## config.mk

```make
export PLATFORM = sky130hd
export DESIGN_NAME = draw_cmd_queue
export DESIGN_NICKNAME = d
export VERILOG_FILES = /design/src/rtl/draw_pkg.sv /design/src/rtl/sync_fifo.sv /design/src/rtl/draw_cmd_queue.sv
export SDC_FILE = /design/constraint.sdc
export NUM_CORES = 1
export LEC_CHECK = 0
export CORE_ASPECT_RATIO = 0.75
export CORE_MARGIN = 3
export CORE_UTILIZATION = 25
export CTS_BUF_LIST = sky130_fd_sc_hd__clkbuf_8
export DETAILED_ROUTE_END_ITERATION = 16
export PLACE_DENSITY = 0.48
export SYNTH_ARGS = -nofsm -noshare
export SYNTH_HDL_FRONTEND = slang
export SYNTH_SLANG_ARGS = --single-unit
export TNS_END_PERCENT = 30
```

## constraint.sdc

```tcl
create_clock -name clk50 -period 6.2 [get_ports clk50]
set_input_delay 1.24 -clock clk50 [delete_from_list [all_inputs] [get_ports clk50]]
set_output_delay 1.24 -clock clk50 [all_outputs]
set_load 0.05 [all_outputs]
```

## src/rtl/draw_pkg.sv

```systemverilog
// Shared definitions for the line-drawing front end: default coordinate widths,
// command-word layout and segment-word field offsets.
package draw_pkg;

  localparam int DEF_DEPTH = 16;
  localparam int DEF_X_W   = 9;
  localparam int DEF_Y_W   = 8;

  // Pen bit of a command word; 1 = draw a line, 0 = move only.
  typedef enum logic {
    PEN_UP   = 1'b0,
    PEN_DOWN = 1'b1
  } pen_e;

  // Command word: {pen, x, y}; the pen bit sits just above the coordinates.
  function automatic int pen_bit(input int xw, input int yw);
    return xw + yw;
  endfunction

  // Segment word: {x_from, y_from, x_to, y_to}, x_from in the MSBs.
  function automatic int seg_width(input int xw, input int yw);
    return 2 * (xw + yw);
  endfunction

  function automatic int off_y_to(input int xw, input int yw);
    return 0 * (xw + yw);
  endfunction

  function automatic int off_x_to(input int xw, input int yw);
    return yw + 0 * xw;
  endfunction

  function automatic int off_y_from(input int xw, input int yw);
    return xw + yw;
  endfunction

  function automatic int off_x_from(input int xw, input int yw);
    return xw + 2 * yw;
  endfunction

endpackage

```

## src/rtl/sync_fifo.sv

```systemverilog
// Show-ahead synchronous FIFO with occupancy output and synchronous flush.
// The head entry is visible on rd_data whenever valid is high; rd_data reads
// as zero while empty so downstream sees clean outputs after reset/flush.
module sync_fifo #(
  parameter int WIDTH = 34,
  parameter int DEPTH = 16
) (
  input  logic                     clk,
  input  logic                     rst,
  input  logic                     flush,
  input  logic                     push,
  input  logic [WIDTH-1:0]         wr_data,
  input  logic                     pop,
  output logic [WIDTH-1:0]         rd_data,
  output logic                     valid,
  output logic                     full,
  output logic [$clog2(DEPTH):0]   level
);

  localparam int AW = $clog2(DEPTH);
  localparam logic [AW:0] FULL_LVL = (AW + 1)'(DEPTH);

  logic [WIDTH-1:0] mem [DEPTH];
  logic [AW-1:0]    wr_ptr;
  logic [AW-1:0]    rd_ptr;
  logic             do_push;
  logic             do_pop;

  assign valid   = (level != '0);
  assign full    = (level == FULL_LVL);
  // Flush wins over both sides; a push into a full FIFO is ignored.
  assign do_push = push && !full && !flush;
  assign do_pop  = pop && valid && !flush;
  assign rd_data = valid ? mem[rd_ptr] : '0;

  // Pointer and occupancy bookkeeping; pointers wrap naturally (DEPTH is 2^AW).
  always_ff @(posedge clk or posedge rst) begin
    // NOTE: sequential state uses non-blocking assignments so every register
    // samples pre-edge values regardless of statement order.
    if (rst) begin
      wr_ptr <= '0;
      rd_ptr <= '0;
      level  <= '0;
    end else if (flush) begin
      wr_ptr <= '0;
      rd_ptr <= '0;
      level  <= '0;
    end else begin
      if (do_push) wr_ptr <= wr_ptr + 1'b1;
      if (do_pop)  rd_ptr <= rd_ptr + 1'b1;
      case ({do_push, do_pop})
        2'b10:   level <= level + 1'b1;
        2'b01:   level <= level - 1'b1;
        default: level <= level;
      endcase
    end
  end

  // Storage array write port.
  always_ff @(posedge clk) begin
    // NOTE: the array is deliberately not reset; stale entries are never
    // observable because rd_data is masked by valid, and a reset-free array
    // maps onto RAM/LUT storage.
    if (do_push) mem[wr_ptr] <= wr_data;
  end

endmodule

```

## src/rtl/draw_cmd_queue.sv

```systemverilog
// Pen-command front end of the line-drawing engine: decodes move/draw
// commands, tracks the pen position and queues line segments for the engine.
// Optional build macro DRAW_CMD_QUEUE_DROP_CNT_EN: no backpressure (cmd_ready
// tied 1); draws arriving while full are dropped and counted on drop_cnt.
module draw_cmd_queue
  import draw_pkg::*;
#(
  parameter int DEPTH = DEF_DEPTH,
  parameter int X_W   = DEF_X_W,
  parameter int Y_W   = DEF_Y_W
) (
  input  logic                   clk50,
  input  logic                   rst,
  input  logic                   flush,
  input  logic                   cmd_valid,
  output logic                   cmd_ready,
  input  logic [X_W+Y_W:0]       cmd_data,
  output logic                   seg_valid,
  input  logic                   seg_ready,
  output logic [X_W-1:0]         x_from,
  output logic [Y_W-1:0]         y_from,
  output logic [X_W-1:0]         x_to,
  output logic [Y_W-1:0]         y_to,
  output logic [$clog2(DEPTH):0] level
`ifdef DRAW_CMD_QUEUE_DROP_CNT_EN
  ,
  output logic [15:0]            drop_cnt
`endif
);

  localparam int PEN_B = pen_bit(X_W, Y_W);
  localparam int SEG_W = seg_width(X_W, Y_W);

  pen_e             cmd_pen;
  logic [X_W-1:0]   cmd_x;
  logic [Y_W-1:0]   cmd_y;
  logic [X_W-1:0]   pen_x;
  logic [Y_W-1:0]   pen_y;
  logic             accept;
  logic             zero_len;
  logic             want_push;
  logic             fifo_push;
  logic             fifo_full;
  logic [SEG_W-1:0] seg_data;
  logic [SEG_W-1:0] new_seg;

  assign cmd_pen  = pen_e'(cmd_data[PEN_B]);
  assign cmd_x    = cmd_data[Y_W +: X_W];
  assign cmd_y    = cmd_data[0 +: Y_W];
  assign zero_len = (cmd_x == pen_x) && (cmd_y == pen_y);
  assign new_seg  = {pen_x, pen_y, cmd_x, cmd_y};

  // A zero-length draw is accepted but produces no segment.
  assign want_push = accept && (cmd_pen == PEN_DOWN) && !zero_len;

`ifdef DRAW_CMD_QUEUE_DROP_CNT_EN
  logic drop;

  assign cmd_ready = 1'b1;
  assign accept    = cmd_valid;
  assign fifo_push = want_push && !fifo_full;
  // Flush takes the cycle, so a draw lost to the flush is not a drop.
  assign drop      = want_push && fifo_full && !flush;

  // Saturating count of draws discarded because the queue was full.
  always_ff @(posedge clk50 or posedge rst) begin
    if (rst) begin
      drop_cnt <= '0;
    end else if (flush) begin
      drop_cnt <= '0;
    end else if (drop && (drop_cnt != 16'hFFFF)) begin
      drop_cnt <= drop_cnt + 16'd1;
    end
  end
`else
  logic ready_q;

  // Holds cmd_ready low through reset and for the release cycle.
  always_ff @(posedge clk50 or posedge rst) begin
    if (rst) ready_q <= 1'b0;
    else     ready_q <= 1'b1;
  end

  // Full comes from the registered level, so a same-cycle pop frees nothing.
  assign cmd_ready = ready_q && !fifo_full && !flush;
  assign accept    = cmd_valid && cmd_ready;
  assign fifo_push = want_push;
`endif

  // Pen position follows every accepted command (zero-length draws leave it
  // at the same value); flush does not touch it.
  always_ff @(posedge clk50 or posedge rst) begin
    if (rst) begin
      pen_x <= '0;
      pen_y <= '0;
    end else if (accept) begin
      pen_x <= cmd_x;
      pen_y <= cmd_y;
    end
  end

  sync_fifo #(
    .WIDTH (SEG_W),
    .DEPTH (DEPTH)
  ) u_fifo (
    .clk     (clk50),
    .rst     (rst),
    .flush   (flush),
    .push    (fifo_push),
    .wr_data (new_seg),
    .pop     (seg_ready),
    .rd_data (seg_data),
    .valid   (seg_valid),
    .full    (fifo_full),
    .level   (level)
  );

  assign x_from = seg_data[off_x_from(X_W, Y_W) +: X_W];
  assign y_from = seg_data[off_y_from(X_W, Y_W) +: Y_W];
  assign x_to   = seg_data[off_x_to(X_W, Y_W)   +: X_W];
  assign y_to   = seg_data[off_y_to(X_W, Y_W)   +: Y_W];

endmodule

```

# After elaboration in Yosys (flattened, before gate mapping)
# Memories as Yosys holds them, arrays and structs flattened.
# Cells that the tools add are included.
totals:
  reg_bits: 31
  ramBits: 544
  input_bits: 23
  output_inout_bits: 41
  word_cells: 42
  n_memories: 1
memory_table:
  columns: ["memory", "words", "width", "rd", "rd_clocked_by_memory_dff", "wr", "line_no", "rtl"]
  rows:
  - ["u_fifo.mem", 16, 34, 1, 0, 1, "sync_fifo.sv:23", "logic [WIDTH-1:0] mem [DEPTH];"]
op_classes:
  add_sub_neg: 4
  eq_ne: 5
  mux: 9
  reduce_logical: 17
op_table:
  columns: ["cell", "n"]
  rows:
  - ["34-bit 2-to-1 mux", 1]
  - ["4-bit 2-to-1 mux", 4]
  - ["1-bit logical AND", 10]
  - ["5-bit one-hot mux with 2 select lines", 1]
  - ["9-bit equality test", 1]
  - ["4-bit by 1-bit adder with 4-bit output, second input constant", 2]
  - ["8-bit equality test", 1]
  - ["5-bit by 1-bit adder with 5-bit output, second input constant", 1]
  - ["5-bit equality test, second input constant", 1]
  - ["5-bit 2-to-1 mux", 1]
  - ["5-bit nonzero test", 1]
  - ["5-bit by 1-bit subtractor with 5-bit output, second input constant", 1]
  - ["2-bit nonzero test", 2]
  - ["1-bit logical NOT", 3]
  - ["3-bit nonzero test", 1]
  - ["2-bit by 1-bit equality test with 1-bit output, second input constant", 1]
  - ["2-bit equality test, second input constant", 1]
  - ["1-bit 2-to-1 mux", 2]

# Depth between registers and ports, before layout
# Gate-level depths: netlist (run 1).
logic_depth:
  ltp_word: 12
  mapped_depth: 13
  depth_no_buf: 12

# Hierarchy
# Synthesis (run 1) repeated with hierarchy kept, for this count alone.
hier_totals:
  cells_unflattened: 1006
  area_unflattened_um2: 22389.0
by_module_without_submodules:
  columns: ["module", "instances", "cells_per_inst", "area_per_inst_um2", "seq_area_each_um2"]
  rows:
  - ["sync_fifo", 1, 940, 21453.1, 16661.0]
  - ["draw_cmd_queue", 1, 66, 935.9, 450.4]

# Worst setup path before layout (run 1)
# OpenSTA, ideal clock, no wires.
synth_path:
  path_type: "input to register"
  start: "input port flush"
  end: "memory u_fifo.mem[7][0] (enable)"
  setup_time_ns: 0.468
  arrival_time_ns: 4.748
  required_time_ns: 5.732
  path_slack_ns: 0.984
  path_stages: 7
  path_buffers: 2
  cell_sequence: "buf_2 nand3b_4 a211o_1 a21oi_2 buf_2 nand2_1 nor3_1"
synth_between:
  elab_chain_cells: 9
synth_lines:
  columns: ["item", "line_no", "rtl"]
  rows:
  - ["from (decl)", "draw_cmd_queue.sv:14", "input logic flush,"]
  - ["1-bit logical NOT (*)", "sync_fifo.sv:32, draw_cmd_queue.sv:85", null]
  - ["1-bit logical AND", "draw_cmd_queue.sv:85", "assign cmd_ready = ready_q && !fifo_full && !flush;"]
  - ["1-bit logical AND", "draw_cmd_queue.sv:86", "assign accept = cmd_valid && cmd_ready;"]
  - ["1-bit logical AND (2 in a row)", "draw_cmd_queue.sv:54", "assign want_push = accept && (cmd_pen == PEN_DOWN) && !zero_len;"]
  - ["1-bit logical AND", "sync_fifo.sv:32", "assign do_push = push && !full && !flush;"]
  - ["1-bit logical AND (*)", "sync_fifo.sv:32", null]
  - ["1-bit 2-to-1 mux (*)", "sync_fifo.sv:64", "if (do_push) mem[wr_ptr] <= wr_data;"]
  - ["1-bit 2-to-1 mux (implied by the code) (*)", "sync_fifo.sv:64", null]
  - ["to (decl)", "sync_fifo.sv:23", null]
# Every way passes the cells marked *; elsewhere a longest branch is shown, timed or not.

# Final worst setup path (run 1)
layout_path:
  start: "register u_fifo.rd_ptr[1]"
  end: "output port x_from[5]"
layout_between:
  elab_chain_cells: 2
layout_lines:
  columns: ["item", "line_no", "rtl"]
  rows:
  - ["from (decl)", "sync_fifo.sv:25", "logic [AW-1:0] rd_ptr;"]
  - ["from (signal assigned)", "sync_fifo.sv:50", "if (do_pop) rd_ptr <= rd_ptr + 1'b1;"]
  - ["memory 16 x 34 bit", null, null]
  - ["34-bit 2-to-1 mux", "sync_fifo.sv:34", "assign rd_data = valid ? mem[rd_ptr] : '0;"]
  - ["to (decl)", "draw_cmd_queue.sv:20", "output logic [X_W-1:0] x_from,"]
# Every way passes these cells.

==> impl_metrics.toml, run 1 <==
[setup_path]
r2r-start = "pen_x[0]$_DFFE_PP0N_"
rr_worst_depth = 12
cp-end-kind = "output pin"
cp.arrival_ns = 4.16
endpoint = "x_from[5]"
crit_family = "compound AO/OA/AOI/OAI gates"
crit_path_start = "u_fifo.rd_ptr[1]$_DFFE_PP0P_"
path_cells = "nand2b_2, o221ai_1, o22ai_1, a211oi_1, clkdlybuf4s50_1"
cp_max_fo = 27
max_stage_delay_ns = 0.97
crit_required_ns = 4.96
path_depth = 5
setup.worst_path.start_class = "flip-flop"
critPathKind = "reg2out"
regToRegSetupSlack_ns = 2.29
critPathSlowestCell = "clkdlybuf4s50_1"
worst-path-buf-inv = 1
rr_endpoint = "u_fifo.level[4]$_DFFE_PP0P_"

[global_routing]
antenna_found_initial = 1
grt_pass1_wl_um = 87500
overflow = 0
grt_max_degree = 51
grt_pass1_vias = 12300
grt_usage_pct = 12.8

[placed_design]
post-place-ws_ns = 1.17
gp_congestion = 0.729
dpl.hpwl_um = 36100
port_buffers = 63

[timing]
max_freq_mhz = 185
setup_viol = 0
finalHoldViolCount = 0
setup_ws_ns = 0.801
skew_ns = 0.0328
fin_tns_setup_ns = 0
drv_slew = 0
relSlewSlack_pct = 36.8
grt_setup_unrepaired = "false"
fin_crit_sh_pct = 87.1
whs_ns = 0.563
layout_min_cycle_time_ns = 5.40
worst_pin_slew_ns = 0.942

[floorplanning]
ios = 64
die_height_um = 267
coreArea_um2 = 88700
placementRows = 94
initial_core_util_pct = 25.5
die_x_um = 354
dieArea_um2 = 94300

[pwr]
power_frac_clock_pct = 29.3
swShare_pct = 31.8
power_density_nw_per_um2 = 375
vdd_drop_max_mv = 0.168
p_int_mw = 6.84
combPwrFrac_pct = 22.4
power_leakage_nw = 8.40
switchingPower_mw = 3.19
power.share.sequential_pct = 48.2

[logic_synthesis]
synth_cells = 1163
synth.avg_cell_area_um2 = 19.5
synth_top_area_cell = "edfxtp_1"
synth.net_count = 1195
ys_ff_latch = 575
synthArstFlopShare_pct = 5.39
seq_area_frac_synth_pct = 75.6
synth_area_leaders = "edfxtp_1 (72%), mux4_2 (6.8%), mux2i_1 (6.1%)"
synth_ff_type = "edfxtp_1"
synth_common_cells = "edfxtp_1 (544), mux2i_1 (138), mux4_2 (68), o221ai_1 (68), nand2_1 (41)"
synth_edf_count = 544
netlist.area_leader.share_pct = 72.1
yosysMostFrequentCell = "edfxtp_1"
synth_area_um2 = 22600
ys_warn_count = 0
synth_cell_types = 49

[cts]
cts_max_level = 3
ctsResizeCount = 0
postCtsSetupBuffers = 0
root_buffer = "clkbuf_8"
insertion_delay_ns = 0.67
cts_buffer_depth = 3
cts_sinks = 575
cts.clk_slew.worst_paths_ns = 0.06
cts_tree = "done"
hold_buffers = 0
numCtsBuffers = 90

[hold_path]
hold_class = "reg2reg"
min_from = "u_fifo.wr_ptr[2]$_DFFE_PP0P_"
hold_path_depth = 1

[cells_and_area]
final_core_util_pct = 30.2
layout.nets = 1353
syn_to_final_growth_pct = 18.1
fillers = 8698
drive_gt1_share_pct = 21.5

[detailed_routing]
drc = 0
wire_per_inst_um = 23.3
drt-vias-per-instance = 4.55
vias = 11800
routed_wirelength_um = 60400
drtAntennaViolNets = 0
first_pass_iters = 5
drtIter0Drc = 922

[flow_run]
cap_violations = 0

[run_status]
status = "completed"
-- how the worst min path moves through the flow --
stage,endpoint,slack (ns)
5_1_grt,u_fifo.wr_ptr[2]$_DFFE_PP0P_,0.60
3_5_place_dp,u_fifo.wr_ptr[2]$_DFFE_PP0P_,0.55
2_1_floorplan,u_fifo.wr_ptr[2]$_DFFE_PP0P_,0.50
6_report,u_fifo.wr_ptr[2]$_DFFE_PP0P_,0.56
3_3_place_gp,u_fifo.wr_ptr[2]$_DFFE_PP0P_,0.55
4_1_cts,u_fifo.wr_ptr[2]$_DFFE_PP0P_,0.56
-- per-stage QoR --
stage	power [mW]	cell area, um2	instances
final	10.0	26700	2594
after detailed placement	7.22	25100	2429
after global placement	7.20	25100	2429
after CTS	10.2	26700	2593
after global routing	10.5	26700	2594
after floorplan	6.27	22600	1163
-- sequential cells by signal, indices dropped and copies added (netlist names) --
signal,count
pen_x,9
pen_y,8
ready_q,1
u_fifo.level,5
u_fifo.mem,544
u_fifo.rd_ptr,4
u_fifo.wr_ptr,4
-- cell type report --
cell class	instances	area, um2	area share [%]
Antenna cell	1	2.50	0.00936
Tap cell	1200	1500	5.61
Clock inverter	67	312	1.16
Clock buffer	97	1340	4.99
Sequential cell	575	17100	64.0
Inverter	11	41.3	0.154
Timing Repair Buffer	132	1200	4.48
Multi-Input combinational cell	511	5230	19.6
-- power by group through the flow --
stage	clock, mW	sequential (mW)	combinational, mW
final	2.94	4.84	2.25
after global routing	3.24	4.87	2.39
after CTS	3.05	4.84	2.31
after detailed placement	0	4.93	2.30
after global placement	0	4.91	2.30
after floorplan	0	4.77	1.50
-- kinds of logic after synthesis --
group | Yosys count | share of synthesized area [%]
mux | 226 | 13.9
fa+ha+maj | 9 | 0.531
flops | 575 | 75.6
compound gates | 159 | 5.52
other cells | 1 | 0.0166
simple gates | 94 | 2.18
buf+inv | 77 | 1.48
xor+xnor | 22 | 0.851
-- layout by cell type (no fill, tap or decap), types with 3 or more instances in the layout --
cell type / instances
edfxtp_1: 544
nor3_1: 4
dfrtp_1: 27
o21ai_1: 3
o221ai_1: 68
nand4_1: 3
a211oi_1: 34
nor2_1: 10
ha_1: 8
clkinv_2: 5
clkbuf_8: 97
o22ai_1: 34
xnor2_1: 10
mux2i_1: 138
nor2b_1: 3
clkdlybuf4s50_1: 63
mux4_2: 68
inv_1: 54
xor2_1: 12
clkinv_1: 12
nand2_1: 40
and3_2: 15
a21oi_1: 6
buf_4: 65
buf_12: 4
mux2_2: 20
-- per-layer routing --
layer	up-vias	track usage [%]	routed length [um]
met1	6230	19.0	29500
met5	-	0	0
met4	0	3.08	951
met2	345	19.1	26500
li1	5158	-	-
met3	80	2.64	3360
No activity file was read; power rests on OpenSTA's default activity.
==> inputs of run 2 (changes only) <==
--- a/config.mk
+++ b/config.mk
@@ -5,12 +5,14 @@
 export SDC_FILE = /design/constraint.sdc
 export NUM_CORES = 1
 export LEC_CHECK = 0
+export CELL_PAD_IN_SITES_DETAIL_PLACEMENT = 0
+export CELL_PAD_IN_SITES_GLOBAL_PLACEMENT = 1
 export CORE_ASPECT_RATIO = 0.75
 export CORE_MARGIN = 3
 export CORE_UTILIZATION = 25
 export CTS_BUF_LIST = sky130_fd_sc_hd__clkbuf_8
 export DETAILED_ROUTE_END_ITERATION = 16
-export PLACE_DENSITY = 0.48
+export PLACE_DENSITY = 0.52
 export SYNTH_ARGS = -nofsm -noshare
 export SYNTH_HDL_FRONTEND = slang
 export SYNTH_SLANG_ARGS = --single-unit
==> impl_metrics.toml, run 2 (synthesized netlist as in run 1, its figures left out) <==
[detailed_routing]
vias = 11900
routed_wirelength_um = 63600
drc = 0
drtIter0Drc = 1067
drt-vias-per-instance = 4.59
first_pass_iters = 5
drtAntennaViolNets = 0
wire_per_inst_um = 24.6

[timing]
finalHoldViolCount = 0
skew_ns = 0.0445
worst_pin_slew_ns = 1.16
setup_viol = 0
fin_crit_sh_pct = 90.9
drv_slew = 0
fin_tns_setup_ns = 0
max_freq_mhz = 178
grt_setup_unrepaired = "false"
setup_ws_ns = 0.567
relSlewSlack_pct = 22.4
whs_ns = 0.592
layout_min_cycle_time_ns = 5.63

[hold_path]
min_from = "u_fifo.wr_ptr[2]$_DFFE_PP0P_"
hold_class = "reg2reg"
hold_end = "u_fifo.wr_ptr[2]$_DFFE_PP0P_"
hold_path_depth = 1

[cts]
cts_buffer_depth = 3
cts_sinks = 575
cts_max_level = 3
cts.clk_slew.worst_paths_ns = 0.07
ctsResizeCount = 0
hold_buffers = 0
numCtsBuffers = 91
root_buffer = "clkbuf_8"
cts_tree = "done"
postCtsSetupBuffers = 0
insertion_delay_ns = 0.71

[setup_path]
crit_required_ns = 4.96
r2r-start = "pen_x[7]$_DFFE_PP0N_"
regToRegSetupSlack_ns = 2.33
cp-end-kind = "output pin"
critPathKind = "reg2out"
cp_max_fo = 34
rr_endpoint = "u_fifo.level[4]$_DFFE_PP0P_"
cp.arrival_ns = 4.39
rr_worst_depth = 12
setup.worst_path.start_class = "flip-flop"

[global_routing]
grt_pass1_vias = 12500
overflow = 0
antenna_found_initial = 3
grt_usage_pct = 13.5
grt_pass1_wl_um = 91500
grt_max_degree = 37

[cells_and_area]
regMostFlops = "u_fifo.mem"
final_cell_mix = "edfxtp_1 (544), mux2i_1 (138), clkbuf_8 (102)"
layout.nets = 1348
final_core_util_pct = 30.3
reg.largest.list = "u_fifo.mem x544, pen_x x9, pen_y x8"
layoutNonFillerInstCount = 2590
largest_reg_flops = 544
syn_to_final_growth_pct = 18.7
final_common_cell = "edfxtp_1"
drive_gt1_share_pct = 22.4

[pwr]
vdd_drop_max_mv = 0.250
power_leakage_nw = 8.37
power_density_nw_per_um2 = 385

[placed_design]
port_buffers = 63
dpl.hpwl_um = 36500
gp_congestion = 0.698
post-place-ws_ns = 0.934
dp.cells = 2423

[floorplanning]
placementRows = 94
coreArea_um2 = 88700
ios = 64
initial_core_util_pct = 25.5
dieArea_um2 = 94300
die_x_um = 354
die_height_um = 267

[run_status]
status = "completed"

[flow_run]
cap_violations = 0
## run 2: changes by cell type in the layout (fill, tap and decap cells not counted)
cell	change
buf_12	+2
bufinv_16	+3
clkinv_1	+4
buf_4	-8
inv_8	-1
clkbuf_8	+5
clkinv_2	+7
clkinvlp_4	+3
inv_6	-1
inv_1	-21
clkinv_4	+2
diode_2	+1
## run 2: cell type report
cell class	count	area, um2
fill	8670	61800
sequential	575	17100
multi-input combinational	511	5230
tap	1200	1500
clock buffer	102	1400
timing repair buffer	126	1180
clock inverter	63	393
inverter	11	41.3
antenna	2	5.00
## run 2: per-stage QoR
stage	power [mW]	cell area, um2
6_report	10.3	26900
5_1_grt	10.8	26900
4_1_cts	10.5	26900
3_5_place_dp	7.28	25100
3_3_place_gp	7.26	25100
2_1_floorplan	6.27	22600
## run 2: per-layer routing
| layer | vias to the layer above | global-route usage [%] | routed length [um] |
|---|---|---|---|
| met4 | 2 | 3.13 | 947 |
| li1 | 5167 | - | - |
| met5 | - | 0 | 13 |
| met2 | 343 | 20.6 | 28500 |
| met3 | 85 | 2.97 | 3520 |
| met1 | 6292 | 19.5 | 30600 |
## run 2: worst max-delay path, stage by stage, from the launching register on
cell and delay, ns:
dfrtp_4 0.54, buf_4 0.48, buf_4 0.63, mux4_2 0.34, o22ai_1 0.08, a211oi_1 0.63
clkdlybuf4s50_1 0.95
## run 2: worst max-delay path by stage
stage / from / endpoint / slack, ns / depth (start not counted)
6_report: u_fifo.rd_ptr[1]$_DFFE_PP0P_ / x_to[4] / 0.57 / 6
5_1_grt: u_fifo.rd_ptr[3]$_DFFE_PP0P_ / x_from[4] / 0.46 / 5
4_1_cts: u_fifo.rd_ptr[1]$_DFFE_PP0P_ / x_to[4] / 0.54 / 6
3_5_place_dp: cmd_data[0] / u_fifo.level[4]$_DFFE_PP0P_ / 0.93 / 13
3_3_place_gp: cmd_data[13] / u_fifo.level[4]$_DFFE_PP0P_ / 0.95 / 13
2_1_floorplan: flush / u_fifo.mem[7][0]$_DFFE_PP_ / 0.98 / 7
## run 2: report_power, final
group,total (mW),internal (mW),switching (mW),leakage (nW)
Sequential,4.85,4.51,0.337,5.28
Combinational,2.27,0.866,1.41,2.10
Clock,3.22,1.68,1.54,0.999
